<file path="src/rtl/uart_link_ctrl.sv">
// uart_link_ctrl: two-byte framed link over a byte-wide UART FIFO pair.
//
// A frame is a header byte (TYPE_CHAR or TYPE_OVER) followed by one payload byte.
// Transmit: a held character request or a pulsed game-over request is latched,
//   then written as header and payload, stalling while the TX FIFO is full.
// Receive: every available RX byte is popped and parsed. Character frames update
//   rx_char, game-over frames set a sticky flag, and bad headers are dropped.
//
// Ports
//   clk_i, rst_ni        clock, asynchronous active-low reset
//   char_req_i/_data_i   character send request (level) and payload
//   char_ack_o           pulse: request accepted, payload latched
//   over_req_i           pulse: local game over
//   tx_full_i            TX FIFO full
//   wr_uart_o, w_data_o  TX FIFO write strobe and byte
//   rx_empty_i, r_data_i RX FIFO empty flag and show-ahead head byte
//   rd_uart_o            RX FIFO pop strobe
//   rx_char_o            last received character payload
//   rx_char_valid_o      pulse: rx_char_o updated
//   remote_over_o        sticky: peer sent game over
//   frame_err_o          pulse: unknown header byte discarded
//   tx_busy_o            transmitter not idle
module uart_link_ctrl #(
  parameter logic [7:0] TYPE_CHAR    = 8'hC1,
  parameter logic [7:0] TYPE_OVER    = 8'hF0,
  parameter logic [7:0] OVER_PAYLOAD = 8'h00
) (
  input  logic       clk_i,
  input  logic       rst_ni,
  input  logic       char_req_i,
  input  logic [7:0] char_data_i,
  output logic       char_ack_o,
  input  logic       over_req_i,
  input  logic       tx_full_i,
  output logic       wr_uart_o,
  output logic [7:0] w_data_o,
  input  logic       rx_empty_i,
  input  logic [7:0] r_data_i,
  output logic       rd_uart_o,
  output logic [7:0] rx_char_o,
  output logic       rx_char_valid_o,
  output logic       remote_over_o,
  output logic       frame_err_o,
  output logic       tx_busy_o
);

  typedef enum logic [1:0] {TIdle, THdr, TPay} tx_state_e;
  typedef enum logic {RType, RPay} rx_state_e;

  // ---------------- Transmit ----------------
  tx_state_e  tx_state_q, tx_state_d;
  logic       over_pend_q, over_pend_d;
  logic [7:0] hdr_q, hdr_d;
  logic [7:0] pay_q, pay_d;
  logic       char_ack_q, char_ack_d;

  always_comb begin
    tx_state_d  = tx_state_q;
    over_pend_d = over_pend_q | over_req_i;
    hdr_d       = hdr_q;
    pay_d       = pay_q;
    char_ack_d  = 1'b0;
    wr_uart_o   = 1'b0;
    w_data_o    = 8'h00;
    unique case (tx_state_q)
      TIdle: begin
        if (over_pend_q) begin
          // A game over pulse arriving as the pending one launches merges into it.
          hdr_d       = TYPE_OVER;
          pay_d       = OVER_PAYLOAD;
          over_pend_d = 1'b0;
          tx_state_d  = THdr;
        end else if (char_req_i) begin
          hdr_d      = TYPE_CHAR;
          pay_d      = char_data_i;
          char_ack_d = 1'b1;
          tx_state_d = THdr;
        end
      end
      THdr: begin
        wr_uart_o = ~tx_full_i;
        w_data_o  = hdr_q;
        if (!tx_full_i) tx_state_d = TPay;
      end
      TPay: begin
        wr_uart_o = ~tx_full_i;
        w_data_o  = pay_q;
        if (!tx_full_i) tx_state_d = TIdle;
      end
      default: tx_state_d = TIdle;
    endcase
  end

  always_ff @(posedge clk_i or negedge rst_ni) begin
    if (!rst_ni) begin
      tx_state_q  <= TIdle;
      over_pend_q <= 1'b0;
      hdr_q       <= 8'h00;
      pay_q       <= 8'h00;
      char_ack_q  <= 1'b0;
    end else begin
      tx_state_q  <= tx_state_d;
      over_pend_q <= over_pend_d;
      hdr_q       <= hdr_d;
      pay_q       <= pay_d;
      char_ack_q  <= char_ack_d;
    end
  end

  assign char_ack_o = char_ack_q;
  assign tx_busy_o  = (tx_state_q != TIdle);

  // ---------------- Receive ----------------
  rx_state_e  rx_state_q, rx_state_d;
  logic       kind_over_q, kind_over_d;
  logic [7:0] rx_char_q, rx_char_d;
  logic       rx_valid_q, rx_valid_d;
  logic       remote_over_q, remote_over_d;
  logic       frame_err_q, frame_err_d;
  logic       pop;

  // Pop whatever is available; held low while reset is asserted.
  assign pop       = rst_ni & ~rx_empty_i;
  assign rd_uart_o = pop;

  always_comb begin
    rx_state_d    = rx_state_q;
    kind_over_d   = kind_over_q;
    rx_char_d     = rx_char_q;
    rx_valid_d    = 1'b0;
    remote_over_d = remote_over_q;
    frame_err_d   = 1'b0;
    if (pop) begin
      unique case (rx_state_q)
        RType: begin
          if (r_data_i == TYPE_CHAR) begin
            kind_over_d = 1'b0;
            rx_state_d  = RPay;
          end else if (r_data_i == TYPE_OVER) begin
            kind_over_d = 1'b1;
            rx_state_d  = RPay;
          end else begin
            // Stay in RType so the next byte is tried as a header.
            frame_err_d = 1'b1;
          end
        end
        RPay: begin
          if (kind_over_q) begin
            remote_over_d = 1'b1;
          end else begin
            rx_char_d  = r_data_i;
            rx_valid_d = 1'b1;
          end
          rx_state_d = RType;
        end
        default: rx_state_d = RType;
      endcase
    end
  end

  always_ff @(posedge clk_i or negedge rst_ni) begin
    if (!rst_ni) begin
      rx_state_q    <= RType;
      kind_over_q   <= 1'b0;
      rx_char_q     <= 8'h00;
      rx_valid_q    <= 1'b0;
      remote_over_q <= 1'b0;
      frame_err_q   <= 1'b0;
    end else begin
      rx_state_q    <= rx_state_d;
      kind_over_q   <= kind_over_d;
      rx_char_q     <= rx_char_d;
      rx_valid_q    <= rx_valid_d;
      remote_over_q <= remote_over_d;
      frame_err_q   <= frame_err_d;
    end
  end

  assign rx_char_o       = rx_char_q;
  assign rx_char_valid_o = rx_valid_q;
  assign remote_over_o   = remote_over_q;
  assign frame_err_o     = frame_err_q;

endmodule

</file>
<file path="config.mk">
export PLATFORM = sky130hd
export DESIGN_NAME = uart_link_ctrl
export DESIGN_NICKNAME = d
export VERILOG_FILES = /design/src/rtl/uart_link_ctrl.sv
export SDC_FILE = /design/constraint.sdc
export NUM_CORES = 1
export LEC_CHECK = 0
export ABC_AREA = 0
export BUFFER_PORTS_ARGS = -buffer_cell sky130_fd_sc_hd__buf_4
export CORE_ASPECT_RATIO = 0.8
export CORE_MARGIN = 2
export CORE_UTILIZATION = 40
export CTS_CLUSTER_DIAMETER = 80
export DETAILED_ROUTE_END_ITERATION = 6
export HOLD_SLACK_MARGIN = 0.03
export PLACE_DENSITY = 0.76
export SYNTH_ARGS = -nofsm -noshare
export SYNTH_HDL_FRONTEND = slang
export SYNTH_SLANG_ARGS = --single-unit
</file>
<file path="constraint.sdc">
create_clock -name clk_i -period 2.2 [get_ports clk_i]
set_clock_uncertainty 0.15 [all_clocks]
set_input_delay 0.66 -clock clk_i [delete_from_list [all_inputs] [get_ports clk_i]]
set_output_delay 0.66 -clock clk_i [all_outputs]
set_load 0.01 [all_outputs]
</file>
=== Word level (Yosys, flattened, before mapping) ===
Index checks and enable logic that the tools add are counted.
W data, S select, Z words.

* Bits in registers: 33
* Output and inout port bits: 23
* Bits in writable memories: 0
* Memory bits (read-only): 0
* Memories: 0
* Input bits: 22
* Bits in latches: 0
* Word-level logic and storage cells: 62

* Bitwise operators: 6
* Magnitude comparators: 0
* Shifts and indexed selects: 0
* Reduce and logical (&&, ||, !) cells: 10
* Muxes and demuxes: 28
* Multiply operators: 0
* $add $sub $neg: 0
* Divide/modulo/power cells: 0
* Equality and inequality tests: 7

{| class="wikitable"
|+ Operator list
! kind !! number
|-
| $mux W8 || 4
|-
| $mux W1 || 17
|-
| $eq A8 B8 Y1 const B || 2
|-
| $pmux W8 S2 || 1
|-
| $reduce_and A3 Y1 || 4
|-
| $mux W2 || 4
|-
| $pmux W2 S3 || 1
|-
| $reduce_bool A2 Y1 || 3
|-
| $ne A2 B2 Y1 const B || 2
|-
| $not A1 Y1 || 4
|-
| $ne A3 B3 Y1 const B || 1
|-
| $eq A2 B1 Y1 const B || 1
|-
| $eq A2 B2 Y1 const B || 1
|-
| $logic_not A2 Y1 || 1
|-
| $pmux W1 S2 || 1
|-
| $reduce_and A2 Y1 || 1
|-
| $reduce_or A2 Y1 || 1
|-
| $and A1 B1 Y1 || 1
|-
| $or A1 B1 Y1 || 1
|}

=== Logic depth before layout (Yosys ltp) ===
* Depth in word-level cells: 5
* Mapped depth: 6
* Gate-level depth less buffers: 5

=== Worst setup path after synthesis ===
OpenSTA, ideal clock, no wires.

* Kind: reg-to-output
* Start: reg tx_state_q[0]
* End: out w_data_o[4]
* Required time: 1.390 ns
* Buffers on the path: 1
* Cell stages (with the launch flop): 6
* Data arrival time: 1.181 ns
* Slack: 0.209 ns
* Path through: dfrtp_1 -> inv_1 -> ha_1 -> clkbuf_1 -> nand2_1 -> a21boi_0

* Word-level cells in the longest chain between the ends: 2
* Elaborated cells between the ends (all ways): 3
* Those cells by class: 2 x eq/ne; 1 x mux

{| class="wikitable"
|+ RTL lines
! what !! line !! text
|-
| start, declared || 51 || <nowiki>tx_state_e tx_state_q, tx_state_d;</nowiki>
|-
| start signal, assigned || 96 || <nowiki>tx_state_q <= TIdle;</nowiki>
|-
| start signal, assigned || 102 || <nowiki>tx_state_q <= tx_state_d;</nowiki>
|-
| $eq A2 B2 Y1 or $eq A2 B1 Y1 (tied branches) || 65 || <nowiki>unique case (tx_state_q)</nowiki>
|-
| $pmux W8 S2 * || 65 ||
|-
| end, declared || 36 || <nowiki>output logic [7:0] w_data_o,</nowiki>
|}

Every way passes the cells marked *; elsewhere a longest branch is shown, timed or not.

=== Worst setup path after layout ===
* Start: reg tx_state_q[0]
* End: out w_data_o[2]

The elaborated chain is that of the path after synthesis.

==> flow_metrics.tcl <==
set metrics [dict create \
    status "finished clean" \
    synthFlopType "dfrtp_1" \
    drc 0 \
    min-delay-path-class "input port to asynchronous set/reset pin" \
    instances_no_fill 209 \
    finalHoldViolCount 0 \
    vias 1095 \
    core-area_sq_um 3180 \
    powerDensity_nw_per_um2 1000 \
    max_freq_mhz 462 \
    track_usage_pct 16.9 \
    slew_viol_final 0 \
    detail_route.wl_per_cell_um 15.2 \
    synth-edff-count 0 \
    crit_path_start_kind "flop" \
    io_pins 45 \
    synth.avg_cell_area_sq_um 11.3 \
    ys_ff_latch 28 \
    tightest_slew_ns 0.473 \
    post-route-period-util_pct 98.4 \
    clock_path_buffers 2 \
    min_period_ns 2.16 \
    maxSlewHeadroom_pct 68.5 \
    wl_um 3170 \
    yosysSeqAreaShare_pct 51.3 \
    fillers 266 \
    clkSinkCount 28 \
    synth_top_area_share_pct 51.3 \
    start_util_pct 43.0 \
    synthToLayoutAreaGrowth_pct 37.4 \
    drive_gt1_share_pct 48.5 \
    clkLatencyLatePin_ns 0.26 \
    dp_hpwl_um 2310 \
    yosys_warnings 0 \
    critPathRequiredTime_ns 1.39 \
    drv_cap 0 \
    place_congestion 0.784 \
    layout_common_cells "buf_4 (51), dfrtp_1 (27), a21oi_1 (11)" \
    cts.htree.levels 1 \
    layout.nets 197 \
    cts_buffers 3 \
    crit_type "flop to output pin" \
    design.die.area_sq_um 3900 \
    async_flop_share_pct 100 \
    rsz0062_at_grt "true" \
    p_total_mw 1.88 \
    critPathCaptureType "output pin" \
    clock_tree.root_cell "clkbuf_8" \
    leakage_nw 0.886 \
    rows 18 \
    setup_violations 0 \
    layout_commonest_cell "buf_4" \
    antenna_found_initial 0 \
    cts_tree "yes" \
    diodes 0 \
    die_h_um 56.3 \
    fin_util_pct 59.1 \
    cp_max_fo 8 \
    cp.arrival_ns 1.35 \
    postRouteAntennaNets 0 \
    grt_pass1_vias 1104 \
    syn_nets 147 \
    drtPass1Iterations 4 \
    dp_cells 201 \
    via_per_inst 5.24 \
    io_buffers 44 \
    synthCells 121 \
    synthTopCellsByArea "dfrtp_1 (51%), mux2_2 (8.2%), o2bb2ai_1 (5.1%), nor2b_1 (4.6%), a21oi_1 (4.0%)" \
    vdd_drop_max_mv 0.702 \
    grt_max_degree 29 \
    clk_pin_slew_ns 0.08 \
    grt_overflow 0 \
    fp.dieW_um 69.3 \
    synth_cell_types 31 \
    drtIter0Drc 54 \
    synth_largest_area_cell "dfrtp_1" \
    netlist_area_sq_um 1370 \
    grt_first_pass_wirelength_um 5340 \
]
==> flip-flops by register name (all words and copies together), names as in the netlist <==
register         flops
rx_char_o            8
remote_over_o        1
pay_q                8
rx_char_valid_o      1
rx_state_q           1
tx_state_q           2
hdr_q                3
over_pend_q          1
frame_err_o          1
char_ack_o           1
kind_over_q          1
==> final cells by class <==
cell class / count / area, sq um / share of cell area [%]
well taps: 40 / 50.0 / 2.67
multi-input cells: 82 / 679 / 36.2
inverters: 5 / 21.3 / 1.13
repair buffers: 51 / 383 / 20.4
clock buffers: 3 / 41.3 / 2.20
flip-flops and latches: 28 / 702 / 37.4
==> final timing paths <==
path | start | to | slack (ns) | depth (start not counted)
min reg2reg | remote_over_o$_DFFE_PN0P_ | remote_over_o$_DFFE_PN0P_ | 0.34 | 1
min | rst_ni | hdr_q[6]$_DFFE_PN0P_ | 0.26 | 2
max | tx_state_q[0]$_DFFE_PN0P_ | w_data_o[2] | 0.04 | 5
max in group asynchronous | rst_ni | tx_state_q[1]$_DFFE_PN0P_ | 1.36 | 2
min in group clk_i | remote_over_o$_DFFE_PN0P_ | remote_over_o$_DFFE_PN0P_ | 0.34 | 1
max reg2reg | tx_state_q[0]$_DFFE_PN0P_ | tx_state_q[1]$_DFFE_PN0P_ | 0.50 | 5
==> cells by family after synthesis <==
logic type	after synthesis	share of synthesized area (%)
mux	10	8.24
simple gates	34	15.9
compound gates	34	17.2
flops	28	51.3
buf+inv	11	3.66
fa+ha+maj	4	3.66
==> critical path, stage by stage (launching register included) <==
cell and delay (ns):
dfrtp_1 0.41, inv_2 0.12, ha_4 0.22, buf_4 0.13, and2_1 0.11, buf_4 0.12
==> power breakdown <==
group / leakage (nW) / switching, mW / internal [mW]
Sequential: 0.359 / 0.117 / 0.619
Clock: 0.0216 / 0.133 / 0.122
Combinational: 0.505 / 0.409 / 0.483
Total: 0.886 / 0.659 / 1.22
==> metal layers <==
layer	vias up	routed length [um]	track usage (%)
met1	542	1360	22.3
met4	0	22	3.92
met2	24	1680	29.1
met5	-	0	0
met3	2	114	3.05
li1	527	-	-
==> stage by stage <==
stage | area (sq um) | TNS [ns] | hold slack, ns | worst slack [ns]
2_1_floorplan | 1370 | 0 | 0.214 | 0.209
3_3_place_gp | 1730 | 0 | 0.312 | 0.199
3_5_place_dp | 1730 | 0 | 0.318 | 0.0860
4_1_cts | 1850 | 0 | 0.260 | 0.000612
5_1_grt | 1880 | -0.208 | 0.279 | -0.0455
6_report | 1880 | 0 | 0.259 | 0.0352
==> Yosys cell counts (all sizes together), types with 2 or more instances <==
master	count
dfrtp	28
a21oi	11
nor2b	11
mux2	10
o2bb2ai	8
nand2	7
and2	5
inv	5
a21boi	4
clkbuf	4
ha	4
nor2	4
buf	2
nor3b	2
o21a	2
o21ai	2
==> what timing repair did <==
action | 4_1_cts | 5_1_grt
pin swaps | 0 | 6
setup endpoints to repair | 9 | 6
gates resized for setup | 13 | 8
cloned | 0 | 0
endpoints found under the hold margin | 0 | 0
buffers inserted | 4 | 1
hold buffers | 0 | 0
Note: power is estimated with default switching activity, not from simulation.
